===== config.mk =====
export PLATFORM = sky130hd
export DESIGN_NAME = pll_lock_ctrl
export DESIGN_NICKNAME = d
export VERILOG_FILES = /design/src/rtl/pll_lock_ctrl_pkg.sv /design/src/rtl/pfd_err_acc.sv /design/src/rtl/pll_lock_ctrl.sv
export SDC_FILE = /design/constraint.sdc
export NUM_CORES = 1
export LEC_CHECK = 0
export CAP_MARGIN = 20
export CORE_MARGIN = 5
export CORE_UTILIZATION = 45
export CTS_CLUSTER_SIZE = 8
export DETAILED_ROUTE_END_ITERATION = 8
export GPL_ROUTABILITY_DRIVEN = 0
export MAX_ROUTING_LAYER = met4
export PLACE_DENSITY_LB_ADDON = 0.15
export SLEW_MARGIN = 40
export SYNTH_ARGS = -nofsm -noshare
export SYNTH_HDL_FRONTEND = slang
export SYNTH_SLANG_ARGS = --single-unit

===== constraint.sdc =====
create_clock -name clk -period 4.4 [get_ports clk]
set_input_delay 0.44 -clock clk [delete_from_list [all_inputs] [get_ports clk]]
set_output_delay 0.44 -clock clk [all_outputs]
set_load 0.1 [all_outputs]

===== src/rtl/pll_lock_ctrl_pkg.sv =====
// Shared types and helpers for the PLL lock controller.
package pll_ctrl_pkg;

    typedef enum logic [1:0] {
        IDLE   = 2'd0,
        COARSE = 2'd1,
        FINE   = 2'd2,
        LOCK   = 2'd3
    } ctrl_state_t;

    // Moves code by k toward 0 (neg) or max_code, clamping at either end.
    function automatic logic [31:0] sat_step(input logic [31:0] code,
                                             input logic [31:0] k,
                                             input logic        neg,
                                             input logic [31:0] max_code);
        logic [31:0] r;
        if (neg)
            r = (code > k) ? code - k : '0;
        else
            r = (max_code - code > k) ? code + k : max_code;
        return r;
    endfunction

endpackage


===== src/rtl/pfd_err_acc.sv =====
// Window counter and signed up/down error integrator for the PLL loop filter.
module pfd_err_acc #(
    parameter int WIN_CYC = 256,
    parameter int ERR_W   = $clog2(WIN_CYC) + 2
) (
    input  logic                    clk,
    input  logic                    rst,
    input  logic                    run,
    input  logic                    up,
    input  logic                    down,
    output logic signed [ERR_W-1:0] err,
    output logic                    win_last,
    output logic                    clr
);
    localparam int CNT_W = $clog2(WIN_CYC);
    localparam logic [CNT_W-1:0] LAST = CNT_W'(WIN_CYC - 1);

    logic [CNT_W-1:0]        cnt;
    logic signed [ERR_W-1:0] acc;
    logic signed [ERR_W-1:0] delta;

    always_comb begin
        delta = '0;
        if (up && !down)
            delta = {{(ERR_W-1){1'b0}}, 1'b1};
        else if (down && !up)
            delta = '1;
    end

    // err already includes the current cycle, so on win_last it is the full window total.
    assign err      = acc + delta;
    assign win_last = run && (cnt == LAST);
    assign clr      = !run || win_last;

    always_ff @(posedge clk) begin
        if (rst || clr) begin
            cnt <= '0;
            acc <= '0;
        end else begin
            cnt <= cnt + CNT_W'(1);
            acc <= err;
        end
    end

endmodule


===== src/rtl/pll_lock_ctrl.sv =====
// Coarse/fine acquisition and lock sequencer driving the DCO control word.
module pll_lock_ctrl
    import pll_ctrl_pkg::*;
#(
    parameter int CODE_W        = 10,
    parameter int WIN_CYC       = 256,
    parameter int KP_COARSE     = 16,
    parameter int KP_FINE       = 1,
    parameter int LOCK_THRESH   = 4,
    parameter int LOCK_WINDOWS  = 8,
    parameter int UNLOCK_THRESH = 16
) (
    input  logic              clk,
    input  logic              rst,
    input  logic              en,
    input  logic              up,
    input  logic              down,
    input  logic [CODE_W-1:0] code_init,
    output logic [CODE_W-1:0] dco_code,
    output logic              locked,
    output logic [1:0]        state,
    output logic              win_done
);
    localparam int ERR_W  = $clog2(WIN_CYC) + 2;
    localparam int LCNT_W = $clog2(LOCK_WINDOWS + 1);
    localparam logic [ERR_W-1:0]  LOCK_T   = ERR_W'(LOCK_THRESH);
    localparam logic [ERR_W-1:0]  UNLOCK_T = ERR_W'(UNLOCK_THRESH);
    localparam logic [LCNT_W-1:0] LOCK_N   = LCNT_W'(LOCK_WINDOWS);
    localparam logic [31:0]       MAX_CODE = 32'((1 << CODE_W) - 1);

    ctrl_state_t             st;
    logic signed [ERR_W-1:0] err;
    logic                    win_last, clr, run;
    logic [ERR_W-1:0]        mag;
    logic                    neg, big, bad;
    logic [LCNT_W-1:0]       lock_cnt;
    logic                    have_sign, last_neg;
    logic [CODE_W-1:0]       code_fine, code_coarse;

    assign run   = en && (st != IDLE);
    assign state = st;

    pfd_err_acc #(.WIN_CYC(WIN_CYC), .ERR_W(ERR_W)) u_acc (
        .clk      (clk),
        .rst      (rst),
        .run      (run),
        .up       (up),
        .down     (down),
        .err      (err),
        .win_last (win_last),
        .clr      (clr)
    );

    assign neg = err[ERR_W-1];
    assign mag = neg ? ERR_W'(-err) : ERR_W'(err);
    assign big = mag > LOCK_T;
    assign bad = mag > UNLOCK_T;

    always_comb begin
        code_fine   = dco_code;
        code_coarse = dco_code;
        if (big) begin
            code_fine   = CODE_W'(sat_step(32'(dco_code), 32'(KP_FINE), neg, MAX_CODE));
            code_coarse = CODE_W'(sat_step(32'(dco_code), 32'(KP_COARSE), neg, MAX_CODE));
        end
    end

    always_ff @(posedge clk) begin
        if (rst) begin
            st        <= IDLE;
            dco_code  <= '0;
            locked    <= 1'b0;
            win_done  <= 1'b0;
            lock_cnt  <= '0;
            have_sign <= 1'b0;
            last_neg  <= 1'b0;
        end else if (!en) begin
            st        <= IDLE;
            locked    <= 1'b0;
            win_done  <= 1'b0;
            lock_cnt  <= '0;
            have_sign <= 1'b0;
        end else begin
            win_done <= win_last;
            case (st)
                IDLE: begin
                    dco_code  <= code_init;
                    st        <= COARSE;
                    lock_cnt  <= '0;
                    have_sign <= 1'b0;
                end
                COARSE: if (win_last) begin
                    // A direction reversal means coarse steps overshot: hand over to fine.
                    if (!big || (have_sign && (neg != last_neg))) begin
                        dco_code <= code_fine;
                        st       <= FINE;
                        lock_cnt <= '0;
                    end else begin
                        dco_code  <= code_coarse;
                        have_sign <= 1'b1;
                        last_neg  <= neg;
                    end
                end
                FINE: if (win_last) begin
                    dco_code <= code_fine;
                    if (big) begin
                        lock_cnt <= '0;
                    end else if (lock_cnt + LCNT_W'(1) == LOCK_N) begin
                        lock_cnt <= LOCK_N;
                        st       <= LOCK;
                        locked   <= 1'b1;
                    end else begin
                        lock_cnt <= lock_cnt + LCNT_W'(1);
                    end
                end
                LOCK: if (win_last) begin
                    dco_code <= code_fine;
                    if (bad) begin
                        st       <= FINE;
                        locked   <= 1'b0;
                        lock_cnt <= '0;
                    end
                end
                default: st <= IDLE;
            endcase
        end
    end

    assert property (@(posedge clk) win_last |-> clr);

endmodule


# --- After elaboration in Yosys (flattened, before gate mapping) ---
# Index checks and enable logic that the tools add are counted.
# Widths: inputs -> output; s select.
word_totals:
  regBits: 38
  latchBits: 0
  ramBits: 0
  romBits: 0
  inputBits: 15
  out_inout_bits: 14
  n_memories: 0
op_classes:
  add_sub_neg: 9
  n_mul: 0
  div_mod_pow: 0
  magnitude_cmp: 6
  n_eq_ne: 16
  shifts: 0
  mux: 40
  bitwise: 2
  reduce_logical: 24
op_table:
  columns: ["operator", "count"]
  rows:
  - ["$mux 10", 14]
  - ["$gt 32x1->1 const B", 1]
  - ["$gt 32x5->1 const B", 1]
  - ["$pmux 10 s3", 1]
  - ["$mux 4", 7]
  - ["$gt 10x5->1 const B", 2]
  - ["$pmux 4 s4", 1]
  - ["$mux 2", 7]
  - ["$sub 10x10->11 const A", 1]
  - ["$add 10x1->10 const B", 1]
  - ["$add 10x10->10", 1]
  - ["$add 10x5->10 const B", 1]
  - ["$gt 10x1->1 const B", 1]
  - ["$gt 10x3->1 const B", 1]
  - ["$ne 2x2->1 const B", 5]
  - ["$neg 10->10", 1]
  - ["$sub 10x1->10 const B", 1]
  - ["$sub 10x5->10 const B", 1]
  - ["$add 8x1->8 const B", 1]
  - ["$eq 8x8->1 const B", 1]
  - ["$ne 2x1->1 const B", 4]
  - ["$pmux 2 s4", 1]
  - ["$reduce_and 4->1", 2]
  - ["$mux 1", 7]
  - ["other kinds (18)", 33]

# --- Longest topological paths before layout ---
# Gate-level depths: netlist of the first run.
depth:
  depth_word: 13
  depth_mapped: 20
  depth_no_buf: 16

# --- Cells and area by module ---
# Synthesis of the first run repeated with hierarchy kept, for this count alone.
hier_totals:
  cells_unflattened: 456
  hier_area_um2: 3473.3
by_module_without_submodules:
  columns: ["mod", "instances", "cells_each", "area_per_inst_um2", "seq_area_each_um2"]
  rows:
  - ["pll_lock_ctrl", 1, 320, 2229.6, 400.4]
  - ["pfd_err_acc", 1, 136, 1243.7, 360.3]

# --- Worst setup path after synthesis of the first run ---
# OpenSTA, ideal clock, no wires.
synth_timing:
  kind: "input port to flip-flop"
  startpoint: "input up"
  endpoint: "register lock_cnt[0]"
  t_arrival_ps: 3814
  slack_ps: 519
  path_stages: 18
  n_path_buf: 3
  path_cell_list: "inv_1 ha_1 buf_2 buf_6 buf_6 xor2_1 ha_1 inv_1 ha_1 or2_2 a21oi_1 a221o_1 mux2i_1 o31a_1 o21bai_2 or3_4 a311o_1 o21ai_2"
synth_via:
  elab_chain_len: 12
  elab_cells_between_ends: 20
  classes_between: "add/sub (2); order compare (2); eq/ne (3); mux (6); reduce/logical (7)"
synth_rtl:
  columns: ["element", "line_no", "text"]
  rows:
  - ["from (decl)", "pll_lock_ctrl.sv:16", "input logic up,"]
  - ["$logic_not 1->1", "pfd_err_acc.sv:26", "else if (down && !up)"]
  - ["$logic_and 1x1->1", "pfd_err_acc.sv:26", null]
  - ["$mux 10", "pfd_err_acc.sv:26", null]
  - ["$mux 10 *", "pfd_err_acc.sv:24", "if (up && !down)"]
  - ["$add 10x10->10 *", "pfd_err_acc.sv:31", "assign err = acc + delta;"]
  - ["via err[1]", "pll_lock_ctrl.sv:32", "logic signed [ERR_W-1:0] err;"]
  - ["$neg 10->10", "pll_lock_ctrl.sv:55", "assign mag = neg ? ERR_W'(-err) : ERR_W'(err);"]
  - ["$mux 10 *", "pll_lock_ctrl.sv:55", null]
  - ["$gt 10x3->1", "pll_lock_ctrl.sv:56", "assign big = mag > LOCK_T;"]
  - ["$logic_not 1->1", "pll_lock_ctrl.sv:94", "if (!big || (have_sign && (neg != last_neg))) begin"]
  - ["$logic_or 1x1->1", "pll_lock_ctrl.sv:94", null]
  - ["$ne 2x2->1 (no line)", null, null]
  - ["$reduce_and 5->1 (no line)", null, null]
  - ["to (signal assigned)", "pll_lock_ctrl.sv:113", "lock_cnt <= lock_cnt + LCNT_W'(1);"]
  - ["to (decl)", "pll_lock_ctrl.sv:36", "logic [LCNT_W-1:0] lock_cnt;"]
# The timed path passes the listed nets; every way through them passes the cells marked *. The select of a mux whose other input is x is not followed.
# A chain may end at the register's enable or synchronous reset.

# --- Final worst setup path of the first run ---
layout_timing:
  startpoint: "input up"
  endpoint: "register dco_code[3]"
layout_via:
  elab_chain_len: 13
  elab_cells_between_ends: 23
  classes_between: "add/sub (2); order compare (1); eq/ne (2); mux (11); reduce/logical (7)"
layout_rtl:
  columns: ["element", "line_no", "text"]
  rows:
  - ["$logic_not 1->1", "pfd_err_acc.sv:26", null]
  - ["$logic_and 1x1->1", "pfd_err_acc.sv:26", null]
  - ["$mux 10", "pfd_err_acc.sv:26", null]
  - ["$mux 10 *", "pfd_err_acc.sv:24", null]
  - ["$add 10x10->10 *", "pfd_err_acc.sv:31", null]
  - ["$neg 10->10", "pll_lock_ctrl.sv:55", null]
  - ["$mux 10", "pll_lock_ctrl.sv:55", null]
  - ["$gt 10x3->1", "pll_lock_ctrl.sv:56", null]
  - ["$logic_not 1->1", "pll_lock_ctrl.sv:94", null]
  - ["$logic_or 1x1->1", "pll_lock_ctrl.sv:94", null]
  - ["$mux 10", "pll_lock_ctrl.sv:94", null]
  - ["$mux 10", "pll_lock_ctrl.sv:92", "COARSE: if (win_last) begin"]
  - ["$pmux 10 s3", "pll_lock_ctrl.sv:85", "case (st)"]
  - ["to (signal assigned)", "pll_lock_ctrl.sv:87", "dco_code <= code_init;"]
  - ["to (signal assigned)", "pll_lock_ctrl.sv:95", "dco_code <= code_fine;"]
  - ["to (signal assigned)", "pll_lock_ctrl.sv:99", "dco_code <= code_coarse;"]
  - ["to (decl)", "pll_lock_ctrl.sv:19", "output logic [CODE_W-1:0] dco_code,"]
# Mark *: on every way between the ends. The rest lies on a longest branch, timed or not. The select of a mux whose other input is x is not followed.

==> results of run 1 <==
-- worst max path at each step --
stage	start	endpoint	slack, ps	cells past startpoint
CTS	up	dco_code[4]$_SDFFE_PP0P_	250	17
global placement	up	dco_code[4]$_SDFFE_PP0P_	70	17
finish	up	dco_code[3]$_SDFFE_PP0P_	360	18
floorplan	up	lock_cnt[0]$_SDFFE_PP0P_	520	18
detailed placement	up	dco_code[4]$_SDFFE_PP0P_	-70	17
global route	up	dco_code[3]$_SDFFE_PP0P_	70	18
-- sequential cells by signal, indices dropped and copies added, names as in the netlist --
register   cells
dco_code      10
u_acc.acc     10
u_acc.cnt      8
lock_cnt       4
state          2
have_sign      1
last_neg       1
locked         1
win_done       1
-- cells in the final DEF, fill, tap and decap left out, types with 4 or more instances in the layout --
cell and count:
nor4_1 7, nand3_1 21, a22o_1 4, xnor2_2 4, o31ai_1 6, o21a_1 8, a31oi_1 15, buf_4 28
clkbuf_8 5, clkdlybuf4s50_1 14, a22oi_1 6, nor3_1 12, buf_2 14, inv_1 20, o211ai_1 11, a21oi_1 21
xor2_1 5, nor2_1 47, ha_1 17, xnor2_1 14, or3_1 5, nand2b_1 6, and3_1 8, nor3b_1 6
nor2b_1 5, nand4b_1 7, mux2i_1 4, nand2_1 40, dfxtp_1 38, o22ai_1 6, or2_2 4, o21ai_0 19
-- routing by layer --
metal / global-route usage / vias to the layer above / routed length, µm
met2: 0.304 / 99 / 4480
met1: 0.307 / 1768 / 5230
li1: - / 1906 / -
met4: 0.0535 / 0 / 145
met3: 0.0266 / 18 / 479
met5: - / - / 0
-- area by class of cell --
class,count,area (µm²)
Clock inverter,3,68.8
Timing Repair Buffer,56,420
Tap cell,105,131
Inverter,20,75.1
Sequential cell,38,761
Fill cell,829,3890
Clock buffer,5,68.8
Multi-Input combinational cell,399,2800
-- worst register-to-register path: stages, from the launching register on --
cell	delay (ps)
dfxtp_1	560
xor2_1	130
ha_1	260
nand4bb_1	150
nand4_1	230
mux2i_1	180
o21ai_1	310
buf_4	180
nand3_1	80
nor3_1	390
o21bai_4	200
buf_4	260
a21boi_0	180
o22ai_1	110
a311oi_1	260
-- cells in the mapped netlist (all sizes together) (6+ instances only) --
cell type	count	area, µm²
nor2	47	176
nand2	40	150
dfxtp	38	761
clkbuf	24	90.1
o21ai	24	124
a21oi	21	105
nand3	21	105
inv	20	75.1
xnor2	18	188
ha	17	213
a31oi	15	93.8
buf	14	93.8
nor3	14	75.1
o211ai	11	82.6
nor4	9	71.3
and3	8	50.1
o21a	8	60.1
nand4b	7	61.3
or3	7	53.8
a22oi	6	45.0
nand2b	6	37.5
nor3b	6	45.0
o22ai	6	37.5
o31ai	6	45.0
or2	6	37.5
-- kinds of logic (layout without fill, tap and decap cells) --
family / Yosys count / after routing / synth area share
adders and majority gates: 17 / 17 / 0.0561
DFF: 38 / 38 / 0.201
muxes: 6 / 6 / 0.0165
AOI/OAI and AO/OA: 152 / 152 / 0.301
buffers and inverters: 58 / 84 / 0.0683
and+or+nand+nor: 201 / 201 / 0.297
xor gates and xnor gates: 23 / 23 / 0.0610
-- power breakdown --
part | total (mW) | leakage [nW] | internal (mW) | switching, mW
clock network | 0.377 | 0.0683 | 0.228 | 0.149
registers | 0.401 | 0.308 | 0.357 | 0.0440
logic | 0.466 | 1.22 | 0.168 | 0.298
total | 1.24 | 1.60 | 0.753 | 0.491
-- through the flow --
step	cells	TNS [ps]	hold slack (ps)	power, mW
after floorplan	495	0	430	0.747
after global placement	618	0	442	0.873
after detailed placement	618	-97.3	453	0.865
after CTS	626	0	478	1.24
after global routing	626	0	497	1.31
final	626	0	470	1.24
-- timing repair --
item,in CTS,in global routing
gates resized for setup,0,1
endpoints found under the hold margin,0,0
setup endpoints to repair,0,2
==> flow_summary.toml, run 1 <==
[status]
outcome = "finished clean"

[final_layout]
num_antenna_cells = 0
fin_util = 0.526
area_growth_pct = 13.9
fin_nets = 552
final_area_mm2 = 0.00432
drive_gt1_frac = 0.157

[sta]
worst_slack_ps = 355
fin_crit_sh = 0.919
fin_skew_ps = 7.47
rsz0062_at_grt = "no"
fmax_mhz = 247
post-route-min-period_ps = 4040
hold_viol = 0
setup_viol = 0
tightest_slew_ps = 771
finalMaxSlewViolations = 0
slew_headroom = 0.481

[synth]
yosysUniqueCellTypes = 81
syn-num-nets = 527
mappedNetlistArea_mm2 = 0.00379
synthCells = 495
synth_edf_count = 0
async_flop_share = 0
syn_area_per_cell_um2 = 7.66
synth_seq_cells = 38
synth_ff_type = "dfxtp_1"
ys_seq_area_frac = 0.201
yosys_warnings = 0

[global_route]
grt_pass1_wl_um = 17200
overflow = 0
grt_use_total = 0.209
grt_pass1_vias = 3480
antenna_found_initial = 0
grt_max_degree = 29

[clock_tree]
htreeDepth = 2
postCtsSetupRepairBufs = 0
cts_buffers = 5
cts_sinks = 38
clock_path_buffers = 2
clk_pin_slew_worst_paths_ps = 90
cts_tree = "yes"
clkLatencyLatePin_ps = 300
root_buffer = "clkbuf_8"
hold_buffers = 0

[critical_path]
path_max_fanout = 20
reg2reg_setup_slack_ps = 840
crit_top_cell = "ha_1"
worstPathArrival_ps = 4260
crit_buf_inv = 5
end_kind = "flip-flop"
critPathMaxStageDelay_ps = 460
crit_chain = "clkdlybuf4s50_1 > inv_1 > ha_1 > inv_1 > ha_1 > ha_1 > nand4bb_1 > nand4_1 > mux2i_1 > o21ai_1 > buf_4 > nand3_1 > nor3_1 > o21bai_4 > buf_4 > a21boi_0 > o22ai_1 > a311oi_1"
r2r_cells = 14
required_ps = 4610
cp_slowest_cell = "clkdlybuf4s50_1"
start_kind = "input port"
rr_endpoint = "dco_code[3]$_SDFFE_PP0P_"
critPathTopFamily = "compound AO/OA/AOI/OAI gates"
worstReg2RegStart = "u_acc.acc[1]$_SDFF_PP0_"
crit_type = "input port to flip-flop"

[routing]
drtAntennaViolNets = 0
drt_wl_total_um = 10300
wire_per_inst_um = 16.5
drc = 0
first_iter_violations = 260
dr.pass1.iters = 4
vias_per_cell = 6.06
vias = 3791

[power]
p_leak_nw = 1.60
peakVddDrop_mv = 0.200
pwr_density_cell_mw_per_mm2 = 288

[worst_hold_path]
hold_class = "flip-flop to flip-flop"
whs_endpoint = "u_acc.cnt[0]$_SDFF_PP0_"
worstHoldStart = "u_acc.cnt[0]$_SDFF_PP0_"
min_path_cells = 1

[floorplanning]
core_area_mm2 = 0.00822
rows = 33
dieArea_mm2 = 0.0104
chipWidth_um = 102
start_util = 0.462
die_y_um = 102
ios = 29

[placement]
portBuffers = 28
place_hpwl_um = 7550
dpl_cell_area_mm2 = 0.00417
dp_slack_ps = -65.6

[job]
drv_cap = 0
(Power assumes the default switching activity.)
==> inputs of run 2 (changes only) <==
--- a/config.mk
+++ b/config.mk
@@ -8,12 +8,12 @@
 export CAP_MARGIN = 20
 export CORE_MARGIN = 5
 export CORE_UTILIZATION = 45
+export CTS_CLUSTER_DIAMETER = 80
 export CTS_CLUSTER_SIZE = 8
 export DETAILED_ROUTE_END_ITERATION = 8
 export GPL_ROUTABILITY_DRIVEN = 0
 export MAX_ROUTING_LAYER = met4
 export PLACE_DENSITY_LB_ADDON = 0.15
-export SLEW_MARGIN = 40
 export SYNTH_ARGS = -nofsm -noshare
 export SYNTH_HDL_FRONTEND = slang
 export SYNTH_SLANG_ARGS = --single-unit
==> run 2 against run 1 <==
- global-route usage shrank 0.30 points
- via count is 1.2% higher
- power down 7.7%
- critical endpoint is now dco_code[7]$_SDFFE_PP0P_
==> flow_summary.toml, run 2 (same netlist as run 1, synthesis figures left out) <==
[clock_tree]
root_buffer = "clkbuf_8"
htreeDepth = 2
postCtsSetupRepairBufs = 0
clkLatencyLatePin_ps = 300
clk_pin_slew_worst_paths_ps = 80
cts_tree = "yes"
cts_sinks = 38
hold_buffers = 0
cts_buffers = 5
clock_path_buffers = 2

[placement]
dp_slack_ps = -60.9
portBuffers = 28
dpl_cell_area_mm2 = 0.00423
place_hpwl_um = 7620
place_inst = 618

[floorplanning]
dieArea_mm2 = 0.0104
rows = 33
ios = 29
chipWidth_um = 102
start_util = 0.462
core_area_mm2 = 0.00822
die_y_um = 102

[sta]
worst_slack_ps = 303
setup_viol = 0
hold_viol = 0
rsz0062_at_grt = "no"
finalMaxSlewViolations = 0
fin_crit_sh = 0.931
post-route-min-period_ps = 4100
fmax_mhz = 244
setup_tns_ps = 0
fin_skew_ps = 11.7
slew_headroom = 0.320
tightest_slew_ps = 1010

[status]
outcome = "finished clean"

[global_route]
grt_pass1_vias = 3507
grt_max_degree = 29
overflow = 0
antenna_found_initial = 0
grt_use_total = 0.206
grt_pass1_wl_um = 17200

[power]
p_leak_nw = 1.55
combPwrFrac = 0.414
power.internal_mw = 0.665
power_frac_clock = 0.237
peakVddDrop_mv = 0.141
switching_power_mw = 0.484
seq_power_share = 0.349
pwr_density_cell_mw_per_mm2 = 265
switching_share = 0.421

[final_layout]
area_growth_pct = 14.3
final_area_mm2 = 0.00434
num_antenna_cells = 0
top_regs = "dco_code: 10 flops, u_acc.acc: 10 flops, u_acc.cnt: 8 flops"
fin_util = 0.528
fillers = 866
drive_gt1_frac = 0.125
final_common_cell = "nor2_1"
fin_nets = 552
instances_no_fill = 626
layout_common_cells = "nor2_1 (47), nand2_1 (40), dfxtp_1 (38)"

[critical_path]
path_max_fanout = 14
crit_type = "input port to flip-flop"
required_ps = 4590
start_kind = "input port"
end_kind = "flip-flop"
worstPathArrival_ps = 4280

[routing]
vias_per_cell = 6.13
vias = 3838
drtAntennaViolNets = 0
first_iter_violations = 246
wire_per_inst_um = 16.5
drc = 0
drt_wl_total_um = 10300
dr.pass1.iters = 4

[job]
drv_cap = 0

[worst_hold_path]
hold_class = "flip-flop to flip-flop"
-- run 2: path summary, 6_finish.rpt --
kind / from / end / slack (ps) / cells after the start
worst min register to register: u_acc.cnt[0]$_SDFF_PP0_ / u_acc.cnt[0]$_SDFF_PP0_ / 470 / 1
worst max register to register: u_acc.acc[1]$_SDFF_PP0_ / dco_code[7]$_SDFFE_PP0P_ / 800 / 13
worst max-delay path: up / dco_code[7]$_SDFFE_PP0P_ / 300 / 17
worst min-delay path: u_acc.cnt[0]$_SDFF_PP0_ / u_acc.cnt[0]$_SDFF_PP0_ / 470 / 1
-- run 2: metal layers --
layer | vias to the layer above | GRT usage | share of wire
met3 | 21 | 0.0314 | 0.061
met2 | 118 | 0.307 | 0.44
li1 | 1907 | - | -
met4 | 0 | 0.0535 | 0.018
met1 | 1792 | 0.292 | 0.48
met5 | - | - | 0
-- run 2: area by class of cell --
class                   count  area (µm²)  share of cell area
multi-input cells         399        2780               0.641
flip-flops and latches     38         761               0.175
repair buffers             56         490               0.113
well taps                 105         131              0.0303
clock buffers               6        82.6              0.0190
inverters                  20        75.1              0.0173
clock inverters             2        16.3             0.00375
-- run 2: timing repair --
action                                  CTS  global route
endpoints found under the setup margin    0             3
resized for setup                         0             1
hold endpoints to repair                  0             0
-- run 2: critical path: stages --
cell and delay (ps):
clkdlybuf4s50_1 450, inv_1 50, ha_1 260, inv_1 40
ha_1 240, ha_1 240, nand4bb_1 150, nand4_1 230
mux2i_1 180, o21ai_1 350, buf_4 190, nand3_1 80
nor3_1 380, o21bai_4 200, a21oi_1 420, o22ai_1 130
a22o_1 230
-- run 2: metrics by stage --
step | hold WS [ps] | power [mW]
2_1_floorplan | 430 | 0.747
3_3_place_gp | 442 | 0.873
3_5_place_dp | 459 | 0.876
4_1_cts | 485 | 1.15
5_1_grt | 503 | 1.21
6_report | 472 | 1.15
-- run 2: power by group through the flow --
stage	clock [mW]	sequential, mW	combinational (mW)
final	0.272	0.401	0.476
after global routing	0.293	0.406	0.512
after CTS	0.277	0.401	0.471
after detailed placement	0	0.409	0.467
after global placement	0	0.409	0.464
after floorplan	0	0.465	0.282
